[config.mk]
export PLATFORM = sky130hd
export DESIGN_NAME = uart_rx_fifo
export DESIGN_NICKNAME = d
export VERILOG_FILES = /design/src/rtl/uart_rx_fifo.sv
export SDC_FILE = /design/constraint.sdc
export NUM_CORES = 1
export LEC_CHECK = 0
export CORE_ASPECT_RATIO = 2
export CORE_UTILIZATION = 40
export DETAILED_ROUTE_END_ITERATION = 7
export GPL_TIMING_DRIVEN = 0
export PLACE_DENSITY = 0.66
export SYNTH_ARGS = -nofsm -noshare
export SYNTH_HDL_FRONTEND = slang
export SYNTH_SLANG_ARGS = --single-unit
[constraint.sdc]
create_clock -name i_rx_clk -period 3.1 [get_ports i_rx_clk]
set_clock_uncertainty 0.2 [all_clocks]
set_input_delay 0.775 -clock i_rx_clk [delete_from_list [all_inputs] [get_ports i_rx_clk]]
set_output_delay 0.775 -clock i_rx_clk [all_outputs]
set_load 0.05 [all_outputs]
[src/rtl/uart_rx_fifo.sv]
// Receive-side buffer behind the UART receiver: captures frames on the rx_done
// rising edge and serves them through a show-ahead valid/ready FIFO.
module uart_rx_fifo #(
  parameter int unsigned DEPTH     = 16,
  parameter int unsigned AFULL_LVL = 12
) (
  input  logic                       i_rx_clk,
  input  logic                       i_rst_n,
  input  logic                       i_rx_done,
  input  logic [7:0]                 i_rx_out,
  input  logic                       i_rx_error,
  output logic                       o_out_valid,
  input  logic                       i_out_ready,
  output logic [7:0]                 o_out_data,
  output logic                       o_out_err,
  output logic [$clog2(DEPTH):0]     o_count,
  output logic                       o_afull,
  output logic                       o_full,
  output logic                       o_overflow,
  input  logic                       i_ovf_clr
);

  localparam int unsigned AW = $clog2(DEPTH);
  localparam int unsigned CW = AW + 1;

  logic [8:0]    r_mem [DEPTH];
  logic [AW-1:0] r_wr_ptr;
  logic [AW-1:0] r_rd_ptr;
  logic [CW-1:0] r_count;
  logic          r_err_pend;
  logic          r_done_q;
  logic          r_overflow;

  logic          w_push;
  logic          w_pop;
  logic          w_full;
  logic          w_wr_ok;
  logic          w_drop;
  logic [8:0]    w_head;

  always_comb begin
    w_full  = (r_count == CW'(DEPTH));
    w_push  = i_rx_done & ~r_done_q;
    w_pop   = (r_count != '0) & i_out_ready;
    // A same-cycle pop frees a slot, so a full FIFO can still take the frame.
    w_wr_ok = w_push & (~w_full | w_pop);
    w_drop  = w_push & w_full & ~w_pop;
    w_head  = r_mem[r_rd_ptr];
  end

  always_comb begin
    o_out_valid = (r_count != '0);
    o_out_data  = w_head[7:0];
    o_out_err   = w_head[8];
    o_count     = r_count;
    o_full      = w_full;
    o_afull     = (r_count >= CW'(AFULL_LVL));
    o_overflow  = r_overflow;
  end

  // Storage is intentionally left unreset.
  always_ff @(posedge i_rx_clk) begin
    if (w_wr_ok) begin
      r_mem[r_wr_ptr] <= {r_err_pend | i_rx_error, i_rx_out};
    end
  end

  always_ff @(posedge i_rx_clk or negedge i_rst_n) begin
    if (!i_rst_n) begin
      r_wr_ptr   <= '0;
      r_rd_ptr   <= '0;
      r_count    <= '0;
      r_err_pend <= 1'b0;
      r_done_q   <= 1'b0;
      r_overflow <= 1'b0;
    end else begin
      r_done_q <= i_rx_done;
      // The receiver drops rx_error before rx_done, so errors are held until the push.
      if (w_push) begin
        r_err_pend <= 1'b0;
      end else if (i_rx_error) begin
        r_err_pend <= 1'b1;
      end
      if (w_wr_ok) begin
        r_wr_ptr <= r_wr_ptr + AW'(1);
      end
      if (w_pop) begin
        r_rd_ptr <= r_rd_ptr + AW'(1);
      end
      if (w_wr_ok && !w_pop) begin
        r_count <= r_count + CW'(1);
      end else if (w_pop && !w_wr_ok) begin
        r_count <= r_count - CW'(1);
      end
      if (w_drop) begin
        r_overflow <= 1'b1;
      end else if (i_ovf_clr) begin
        r_overflow <= 1'b0;
      end
    end
  end

endmodule

* Yosys cells after proc, flatten, opt, wreduce, memory -nomap -nowiden
Memory sizes are Yosys's and may differ from the RTL's.
Index checks and enable logic that the tools add are counted.
** Storage, ports and cells
- Register bits after elaboration :: 16
- Memory bits (writable) :: 144
- Input bits :: 14
- Output and inout port bits :: 18
- Word-level logic and storage cells :: 39
- Memories kept :: 1
** Memories
- r_mem :: depth 16, width 9, read ports 1, clocked after Yosys merged registers in 0, write ports 1, RTL line 26 : logic [8:0] r_mem [DEPTH];
** Cells by class
- $add $sub $neg :: 4
- Order comparisons :: 1
- Equal/unequal tests :: 1
- Multiplexer cells :: 8
- Bitwise logic cells :: 10
- Reduce and logical (&&, ||, !) cells :: 8
** Operator list (count)
- 5-bit two-way mux :: 2
- 4-bit by 1-bit adder with 4-bit output, second input constant :: 2
- 1-bit two-way mux :: 6
- 2-bit nonzero test :: 3
- 5-bit by 1-bit adder with 5-bit output, second input constant :: 1
- 1-bit AND :: 5
- 5-bit equality test, second input constant :: 1
- 5-bit by 4-bit >= comparator with 1-bit output, second input constant :: 1
- 5-bit nonzero test :: 1
- 5-bit by 1-bit subtractor with 5-bit output, second input constant :: 1
- 1-bit NOT :: 3
- 1-bit logical AND :: 2
- 1-bit logical NOT :: 2
- 1-bit bitwise OR :: 2

* Longest topological paths before layout
Gate-level depths: netlist (run 1).
- Word-level depth :: 8
- Gate-level depth with buffers :: 11
- Gate-level depth less buffers :: 11

* Worst setup path after synthesis (run 1)
OpenSTA, ideal clock, no wires.
- Path kind :: reg2reg
- Start point :: register r_count[1], in the netlist o_count[1]
- End point :: register r_count[4], in the netlist o_count[4]
- Setup time :: 0.143 ns
- Data arrival time :: 2.906 ns
- Required time :: 2.757 ns
- Path slack :: -0.149 ns
- Cell stages (with the launch flop) :: 12
- Path buffers :: 0
- Clock period less this slack :: 3.249 ns
- Cell sequence :: dfrtp_1 -> nor4_4 -> nand2b_1 -> and2_1 -> inv_1 -> ha_1 -> inv_1 -> ha_1 -> a21o_1 -> a21oi_1 -> mux2i_1 -> xnor2_1
** Between the ends
- Word-level cells in the longest chain between the ends :: 7
- Elaborated cells on any way between the ends :: 15
- Those cells by class :: add/sub (2); eq/ne (1); mux (2); bitwise (4); reduce/logical (6)
** RTL lines
- start, declared :: RTL line 29 : logic [CW-1:0] r_count;
- start signal, assigned :: RTL line 91 : r_count <= r_count + CW'(1);
- start signal, assigned :: RTL line 93 : r_count <= r_count - CW'(1);
- 5-bit nonzero test (*)
- named net o_out_valid :: RTL line 12 : output logic o_out_valid,
- 1-bit AND (*) :: RTL line 44 : w_pop = (r_count != '0) & i_out_ready;
- 1-bit bitwise OR :: RTL line 46 : w_wr_ok = w_push & (~w_full | w_pop);
- 1-bit AND :: RTL line 46
- 1-bit logical NOT :: RTL line 92 : end else if (w_pop && !w_wr_ok) begin
- 1-bit logical AND :: RTL line 92
- 2-bit nonzero test (no line)
The timed path passes the listed nets; every way through them passes the cells marked *. The select of a mux whose other input is x is not followed.
A chain may end at the register's enable or synchronous reset.

* Worst setup path after layout (run 1)
- Start point :: register r_rd_ptr[0]
- End point :: output o_out_data[1]
** Between the ends
- Word-level cells in the longest chain between the ends :: 1
** RTL lines
- start, declared :: RTL line 28 : logic [AW-1:0] r_rd_ptr;
- start signal, assigned :: RTL line 88 : r_rd_ptr <= r_rd_ptr + AW'(1);
- memory 16 x 9 bit
- end, declared :: RTL line 14 : output logic [7:0] o_out_data,
No other way between the ends.

==> results.txt, run 1 <==
The run finished, with violations left. The final reports fail on negative setup slack. The run gives 0 as the number of antenna violations at the first check in global routing. Cells with a size suffix above 1 make up 29.15% of the layout. The cell depth of the worst min-delay path was 1. The number of warnings printed during yosys synthesis was 0.

The slowest stage of the critical path belongs to the cell sky130_fd_sc_hd__dfrtp_2. A synthesized cell averages 17.46 um2. The capture instance of the worst register-to-register path was o_count[4].

The most common flop cell mapped by yosys is sky130_fd_sc_hd__edfxtp_1. In this run the deepest clock path goes through 2 buffers. DRC marker count from the first detailed-route iteration: 186. At the end of routability-driven placement, the weighted congestion stood at 0.8380. The netlist uses 35 different library cells. The run gives -0.07128 ns as the final worst-path setup slack. The initialized floorplan defines 65 standard-cell rows. The repair_antennas step left the layout with diodes totalling 0.

Final count of pins violating max slew: 0. For the clock latency on the worst-skew pair, the log shows 0.43 ns. Setup repair after global routing could not meet its margin everywhere. The maximum single-stage delay on the critical path works out to 0.46 ns. The tools report the total global-route track usage as 17.28%. For the number of buffers inserted by hold repair at cts, the log shows 0. The startpoint identified for the worst register-to-register timing path is o_count[0]. During placement, the flow inserted port buffers numbering 31.

The number of synthesized register bits works out to 160. In this run the worst path has a maximum fanout of 7. Entering global routing, the biggest net connects 18 pins. The logs give 0 for the number of endpoints with negative hold slack in the final report and 15,860 um2 for the core outline area.

The number of global-route vias before repair was 3,737; the number of detailed-route iterations in the first pass was 4. For hold timing, the worst endpoint is o_overflow. The share of the synthesized area in the top cell type is 66.21%, and the transition time of the tightest slew-check pin is 1.009 ns. Ratio of final minimum period to clock period: 102.3%. The cell sitting at the root of the clock tree is a sky130_fd_sc_hd__clkbuf_16.

The die is 182.7 um tall. After synthesis, the share of flip-flops with an asynchronous set or reset is 10.00%. In this run the power density over the cells is 1018 nW/um2. Across all register-to-register paths, the minimum setup slack is 0.18 ns.

The most numerous cell type found on the critical path is sky130_fd_sc_hd__buf_12. The synthesized design contains 144 enable-type register cells. The leading area contributor after synthesis was sky130_fd_sc_hd__edfxtp_1. The total via count in the routed design came out at 3,383. For this block, the routed nets add up to 13,760 um of wire.

The layer carrying the most global-route usage is met2. Counting I/O delays and the setup requirement, the final critical path takes 3.171 ns. The overall die area was 16,870 um2. In the layout the commonest cells are sky130_fd_sc_hd__edfxtp_1, sky130_fd_sc_hd__mux2i_1, sky130_fd_sc_hd__clkdlybuf4s50_1. The worst endpoint required time was 2.12 ns; the met3 usage was 4.083%.

The analysis attributes to cell leakage a power of 2.817 nW. After the last flow step, the layout net total stands at 458. The worst setup path is launched from a flop. The tightest min-delay check is of the flop to flop type. The H-tree generated during clock tree synthesis spans 4 levels. The run gives 8 as the total of endpoints with negative setup slack in the final report. The number of CTS-inserted buffers came out at 17.

The die is 92.36 um wide. The tools report the sum of net half-perimeters after detailed placement as 9377 um. By area the synthesized netlist is led by sky130_fd_sc_hd__edfxtp_1, sky130_fd_sc_hd__mux4_2, sky130_fd_sc_hd__dfrtp_1. Summing all placed instances gives a cell area of 7096 um2. The gate count of the mapped netlist came out at 374. The critical path is of the flop to output port type. The headroom to the max-slew limit was 32.47%. The average vias per placed instance is 5.229, and the peak ir drop on the vdd network is 0.5416 mV.

The synthesized netlist occupies a cell area of 6531 um2. For this run, the top clock speed supported by timing is 0.3153 GHz. The post-synthesis net count was 399. The area growth from synthesis to layout works out to 24.52%. STA classifies the critical path endpoint as an output port. The clock-pin slew of the registers on the worst-case setup and hold paths came out at 0.07 ns. TritonCTS built the clock tree.

The tools report the global-route track usage on met2 as 30.58%. The DRC violation count after routing was 0. The most frequent standard cell in the layout excluding fill and tap cells was sky130_fd_sc_hd__edfxtp_1. Max-cap violations in this run came to 0. The tools report the post-route antenna net violation count as 0.

After routing the design area is 8133 um2. For the overall power after layout, the log shows 8.281 mW. In this run the most critical hold path is launched from o_overflow. Summed over all layers, the global routing overflow is 0. Dividing the detail-routed wire length by the instance count gives 21.26 um. 32 I/O pins were placed. The first global-routing pass estimated 20,760 um of wire. Data on the critical path arrives at its endpoint at 2.20 ns. The number of cells on the worst reg-to-reg path is 11.

The clock drives 160 sinks. For the starting density of the core, the log shows 41.18%. Global routing consumed, on the met1 layer, 16.02% of the routing resources.

Share of synthesized area occupied by flip-flops and latches: 72.34%. The critical path goes through buf_12 > buf_12 > buf_12 > mux2i_1 > a21oi_2 > a22oi_1 > nand2_1 > buf_6.
[report_power, final]
group	switching [mW]	internal (mW)	leakage (nW)
Sequential	0.178	2.55	1.48
Combinational	1.98	1.49	1.05
Clock	0.864	1.22	0.284
[worst max-delay path by stage]
stage	startpoint	end	cells past startpoint
3_5_place_dp	r_rd_ptr[0]	o_out_data[5]	8
4_1_cts	r_rd_ptr[1]	o_out_err	6
2_1_floorplan	o_count[1]	o_count[4]	11
6_report	r_rd_ptr[0]	o_out_data[1]	8
5_1_grt	r_rd_ptr[0]	o_out_data[4]	9
3_3_place_gp	r_rd_ptr[0]	o_out_data[5]	8
[critical path: cells and delay by family (launching register included)]
| family | cells | cell delay [ns] |
|---|---|---|
| muxes | 1 | 0.14 |
| DFF | 1 | 0.46 |
| AOI/OAI and AO/OA | 2 | 0.42 |
| and+or+nand+nor | 1 | 0.11 |
| buffers and inverters | 4 | 0.61 |
[synth_stat cells, drive strengths merged (2+ instances only)]
library cell  number
a21o               2
a21oi             11
a221oi             9
a22oi              9
and2              14
buf               11
clkbuf             5
dfrtp             16
edfxtp           144
ha                10
inv               13
mux2               9
mux2i             29
mux4              18
nand2             20
nand3              2
nor2               7
nor2b              3
o21ai             21
xnor2              9
[through the flow]
stage                     cells  utilization, %  setup TNS, ns  hold WS (ns)  setup WS (ns)
after floorplan             374               -              0        0.2794       0.008865
after global placement      606           44.74         -13.97        0.3091        -0.5773
after detailed placement    606           44.74         -17.89        0.3219        -0.5882
after CTS                   645           49.21        -0.7877        0.3379        -0.1173
after global routing        647           51.28        -0.7950        0.3497        -0.1057
final                       647           51.28        -0.1910        0.3411       -0.07128
[registers in the layout (all words and copies together), names as in the netlist]
register and flops:
o_count 5, o_overflow 1, r_done_q 1, r_err_pend 1
r_mem 144, r_rd_ptr 4, r_wr_ptr 4
[kinds of logic (layout without fill, tap and decap cells)]
kind of cell	after synthesis	in the layout	synth area share (%)
DFF	160	160	72.34
muxes	56	56	12.20
AOI/OAI and AO/OA	54	54	5.172
and+or+nand+nor	54	54	4.483
buffers and inverters	29	101	2.241
adders and majority gates	11	11	2.222
xor gates and xnor gates	10	10	1.341
[routing by layer]
| metal | share of wire [%] | vias to the layer above |
|---|---|---|
| met1 | 33 | 1685 |
| met4 | 6.2 | 0 |
| met5 | 0 | - |
| met2 | 57 | 94 |
| met3 | 3.7 | 34 |
| li1 | - | 1570 |
[timing repair]
item / 4_1_cts / 5_1_grt
cloned: 0 / 4
buffers inserted: 7 / 2
setup endpoints to repair: 11 / 11
gates resized for setup: 85 / 65
pin swaps: 4 / 16
[final cells by class]
class                           count  area (um2)
Fill cell                        1284        7726
Sequential cell                   160        4727
Multi-Input combinational cell    185        1889
Timing Repair Buffer               42       456.7
Clock buffer                       18       439.2
Tap cell                          201       251.5
Buffer                             14       166.4
Clock inverter                     14       153.9
Inverter                           13       48.80
(Power assumes the default switching activity.)
==> inputs of run 2 (changes only) <==
--- a/config.mk
+++ b/config.mk
@@ -5,6 +5,7 @@
 export SDC_FILE = /design/constraint.sdc
 export NUM_CORES = 1
 export LEC_CHECK = 0
+export ABC_CLOCK_PERIOD_IN_PS = 3100
 export CORE_ASPECT_RATIO = 2
 export CORE_UTILIZATION = 40
 export DETAILED_ROUTE_END_ITERATION = 7
==> results of run 2 <==
Same layout as run 1: the final DEF is identical, and so are final timing and power.
==> inputs of run 3 (changes only) <==
--- a/config.mk
+++ b/config.mk
@@ -5,12 +5,13 @@
 export SDC_FILE = /design/constraint.sdc
 export NUM_CORES = 1
 export LEC_CHECK = 0
-export ABC_CLOCK_PERIOD_IN_PS = 3100
+export ABC_CLOCK_PERIOD_IN_PS = 2540
 export CORE_ASPECT_RATIO = 2
+export CORE_MARGIN = 8
 export CORE_UTILIZATION = 40
 export DETAILED_ROUTE_END_ITERATION = 7
 export GPL_TIMING_DRIVEN = 0
-export PLACE_DENSITY = 0.66
+export PLACE_DENSITY = 0.68
 export SYNTH_ARGS = -nofsm -noshare
 export SYNTH_HDL_FRONTEND = slang
 export SYNTH_SLANG_ARGS = --single-unit
==> constraint.sdc (replaced) <==
create_clock -name i_rx_clk -period 2.54 [get_ports i_rx_clk]
set_clock_uncertainty 0.2 [all_clocks]
set_input_delay 0.635 -clock i_rx_clk [delete_from_list [all_inputs] [get_ports i_rx_clk]]
set_output_delay 0.635 -clock i_rx_clk [all_outputs]
set_load 0.05 [all_outputs]
==> results.txt, run 3 (synthesis results as in run 1) <==
The run finished, with violations left. The final reports fail on negative setup slack. The number of buffers and inverters on the critical path was 3 (-1); the final layout net count was 467 (+2.0%). The flip-flop count of the largest register after layout was 144 (unchanged). Setup repair after global routing could not meet its margin everywhere. Highest net fanout along the worst path: 7 (unchanged). Clock latency on the worst-skew pair: 0.42 ns (about the same). The maximum single-stage delay on the critical path was 0.52 ns (+0.06 ns); the total global-route track usage was 13.06% (-4.2 points). The final count of pins violating max slew came out at 0 (unchanged). The tools report the kind of capture point of the worst setup path as an output port.

The number of endpoints with negative hold slack in the final report came out at 0 (unchanged). The routed length per placed instance works out to 19.88 um (-6.5%). The number of buffers inserted by hold repair at cts came out at 0 (unchanged). The final weighted congestion of routability-driven global placement was 0.7924 (-5.4%); the number of non-filler instances in the completed layout was 659 (+1.9%).

The tools report the antenna cell count as 0 (unchanged). The horizontal die dimension is 106.4 um (+15%), and the share of layout cells above drive strength 1 is 33.41% (+4.3 points). The library cells used most frequently in the layout, excluding fill and tap cells, are sky130_fd_sc_hd__edfxtp_1, sky130_fd_sc_hd__mux2i_1, sky130_fd_sc_hd__buf_4. The worst setup slack for register-to-register paths is -0.04 ns (-0.22 ns), and the final worst-path setup slack is -0.4634 ns (-0.3921 ns). The run gives 0 (unchanged) as the post-route antenna net violation count. In this run the critical register-to-register path is captured at o_count[4].

The type of the worst setup path was flop to output port. The number of CTS-inserted buffers was 17 (unchanged); the cell count after placement was 609 (+0.50%). For the number of detailed-route iterations in the first pass, the log shows 4 (unchanged). The tools report the root buffer selected by CTS as sky130_fd_sc_hd__clkbuf_16.

The minimum clock period after layout works out to 3.003 ns. For the total of fill cells in the finished design, the log shows 1,295 (+0.86%). The power per unit of standard cell area is 1246 nW/um2 (+22%). The number of cell instances on the worst register-to-register path was 12 (+1).

The H-tree depth reported by CTS is 4 (unchanged). The worst setup path endpoint is o_out_data[7]. In this run the worst setup path begins at r_rd_ptr[0]. The run gives 2 (unchanged) as the number of buffers between clock root and the deepest sink. The arrival time reported for the critical path endpoint was 2.17 ns (-0.03 ns); the die height was 196.7 um (+7.7%). The most frequent standard cell in the layout excluding fill and tap cells is sky130_fd_sc_hd__edfxtp_1. The peak ir drop on the vdd network was 1.099 mV (+100%).

The kind of start point of the critical path was a flop. The number of antenna violations at the first check in global routing was 0 (unchanged); the total I/O pin count was 32 (unchanged). The logs give 0 (unchanged) for the DRC violation count after routing and 1853 um2 (-1.9%) for the area occupied by multi-input gates.

The critical path goes through buf_8 > buf_12 > mux4_2 > a22oi_1 > nand2_1 > buf_6. The total routed wirelength came out at 13,100 um (-4.8%). The worst hold path belongs to the class flop to flop. Total of endpoints with negative setup slack in the final report: 10 (+2).

TritonCTS built the clock tree. The count of standard-cell rows is 66 (+1.5%). The most flop-heavy register was r_mem. For this run, the top clock speed supported by timing is 0.3330 GHz. DRC marker count from the first detailed-route iteration: 128 (-31%).

The path length in cells of the critical path came out at 6 (-2). Static leakage: 2.903 nW (+3.0%). The clock sink total is 160 (unchanged), and the ratio of final minimum period to clock period is 118.2%. The run gives -0.8662 ns (-0.2780 ns) as the worst setup slack after placement.

Overall die area: 20,920 um2 (+24%). The clock-pin slew of the registers on the worst-case setup and hold paths is 0.06 ns (about the same), and the count of port buffers added during placement is 31 (unchanged). The kind of cell with the highest combined delay on the critical path was multiplexers. Headroom to the max-slew limit: 50.08% (+18 points).

The area growth from synthesis to layout is 25.61%. The startpoint identified for the worst register-to-register timing path is o_count[2]. The average vias per placed instance works out to 5.146 (-1.6%).

The logs give 8640 um (-7.9%) for the sum of net half-perimeters after detailed placement and 20,150 um (-2.9%) for the global-route wire length before repair. The run gives 40.56% (-0.62 points) as the starting density of the core. The footprint of the flip-flops and latches is 4731 um2 (about the same). The tools report the total via count in the routed design as 3,391 (+0.24%). The run gives 0.3155 ns (-0.02555 ns) as the worst hold slack after final layout. The transition time of the tightest slew-check pin is 0.7464 ns (-0.2628 ns).

The logs give 3,521 (-5.8%) for the number of global-route vias before repair and 18 (unchanged) for the maximum number of pins on one net before global-route repair. The total global routing overflow came out at 0 (unchanged). The cell with the largest stage delay on the worst path was sky130_fd_sc_hd__mux4_2.

The number of violations of the max-capacitance limit was 0 (unchanged). The tools report the core outline area as 16,100 um2 (+1.5%). The run gives 1.70 ns (-0.42 ns) as the worst endpoint required time.
-- run 3: changes by cell type in the layout (fill, tap and decap cells not counted), sizes merged --
cell / previous run / this run
clkinvlp: 3 / 2
dlygate4sd2: 1 / 3
buf: 27 / 40
clkdlybuf4s50: 21 / 15
clkbuf: 25 / 22
clkinv: 5 / 2
dlymetal6s2s: 0 / 2
bufinv: 2 / 3
inv: 17 / 21
-- run 3: report_power, final --
part           leakage, nW  internal, mW  switching, mW  total [mW]
logic                 1.11          1.81           2.41        4.22
clock network        0.308          1.60           1.10        2.70
registers             1.48          3.11          0.183        3.30
total                 2.90          6.53           3.69        10.2
-- run 3: what timing repair did --
item | in CTS | in global routing
buffers inserted | 12 | 6
pin swaps | 22 | 24
gates cloned | 2 | 1
endpoints found under the setup margin | 86 | 23
gates resized for setup | 142 | 20
-- run 3: worst min-delay path by stage --
stage / cells after the start / to / from / slack [ns]
2_1_floorplan: 0 / o_count[0] / i_rst_n / 0.14
3_3_place_gp: 1 / o_overflow / o_overflow / 0.30
3_5_place_dp: 2 / r_err_pend / r_done_q / 0.31
4_1_cts: 2 / r_err_pend / r_done_q / 0.32
5_1_grt: 1 / o_overflow / o_overflow / 0.35
6_report: 2 / r_err_pend / r_done_q / 0.32
-- run 3: layout make-up --
| type | count | area share, % |
|---|---|---|
| Buffer | 13 | 1.800 |
| Clock buffer | 17 | 5.185 |
| Clock inverter | 15 | 2.654 |
| Inverter | 13 | 0.6863 |
| Multi-Input combinational cell | 185 | 22.59 |
| Sequential cell | 160 | 57.66 |
| Tap cell | 204 | 3.111 |
| Timing Repair Buffer | 52 | 6.314 |
-- run 3: metrics by stage --
step | util (%) | cell area, um2 | power [mW] | TNS (ns)
2_1_floorplan | - | 6565 | 5.762 | -0.2069
3_3_place_gp | 44.28 | 7131 | 6.792 | -71.73
3_5_place_dp | 44.28 | 7131 | 6.839 | -75.23
4_1_cts | 50.26 | 8094 | 10.11 | -3.960
5_1_grt | 50.95 | 8204 | 10.64 | -4.686
6_report | 50.95 | 8204 | 10.22 | -3.928
-- run 3: worst min-delay path, stage by stage, from the launching register on --
cell and delay [ns]:
sky130_fd_sc_hd__dfrtp_1 0.34, sky130_fd_sc_hd__nor2b_2 0.05, sky130_fd_sc_hd__nor2b_1 0.09
-- run 3: per-layer routing --
layer	share of wire, %	track usage [%]	wire length (um)	vias to the layer above
met3	2.9	2.552	375	19
met4	2.0	5.197	265	0
met1	43	15.90	5628	1730
met2	52	22.13	6830	53
met5	0	0	0	-
li1	-	-	-	1589
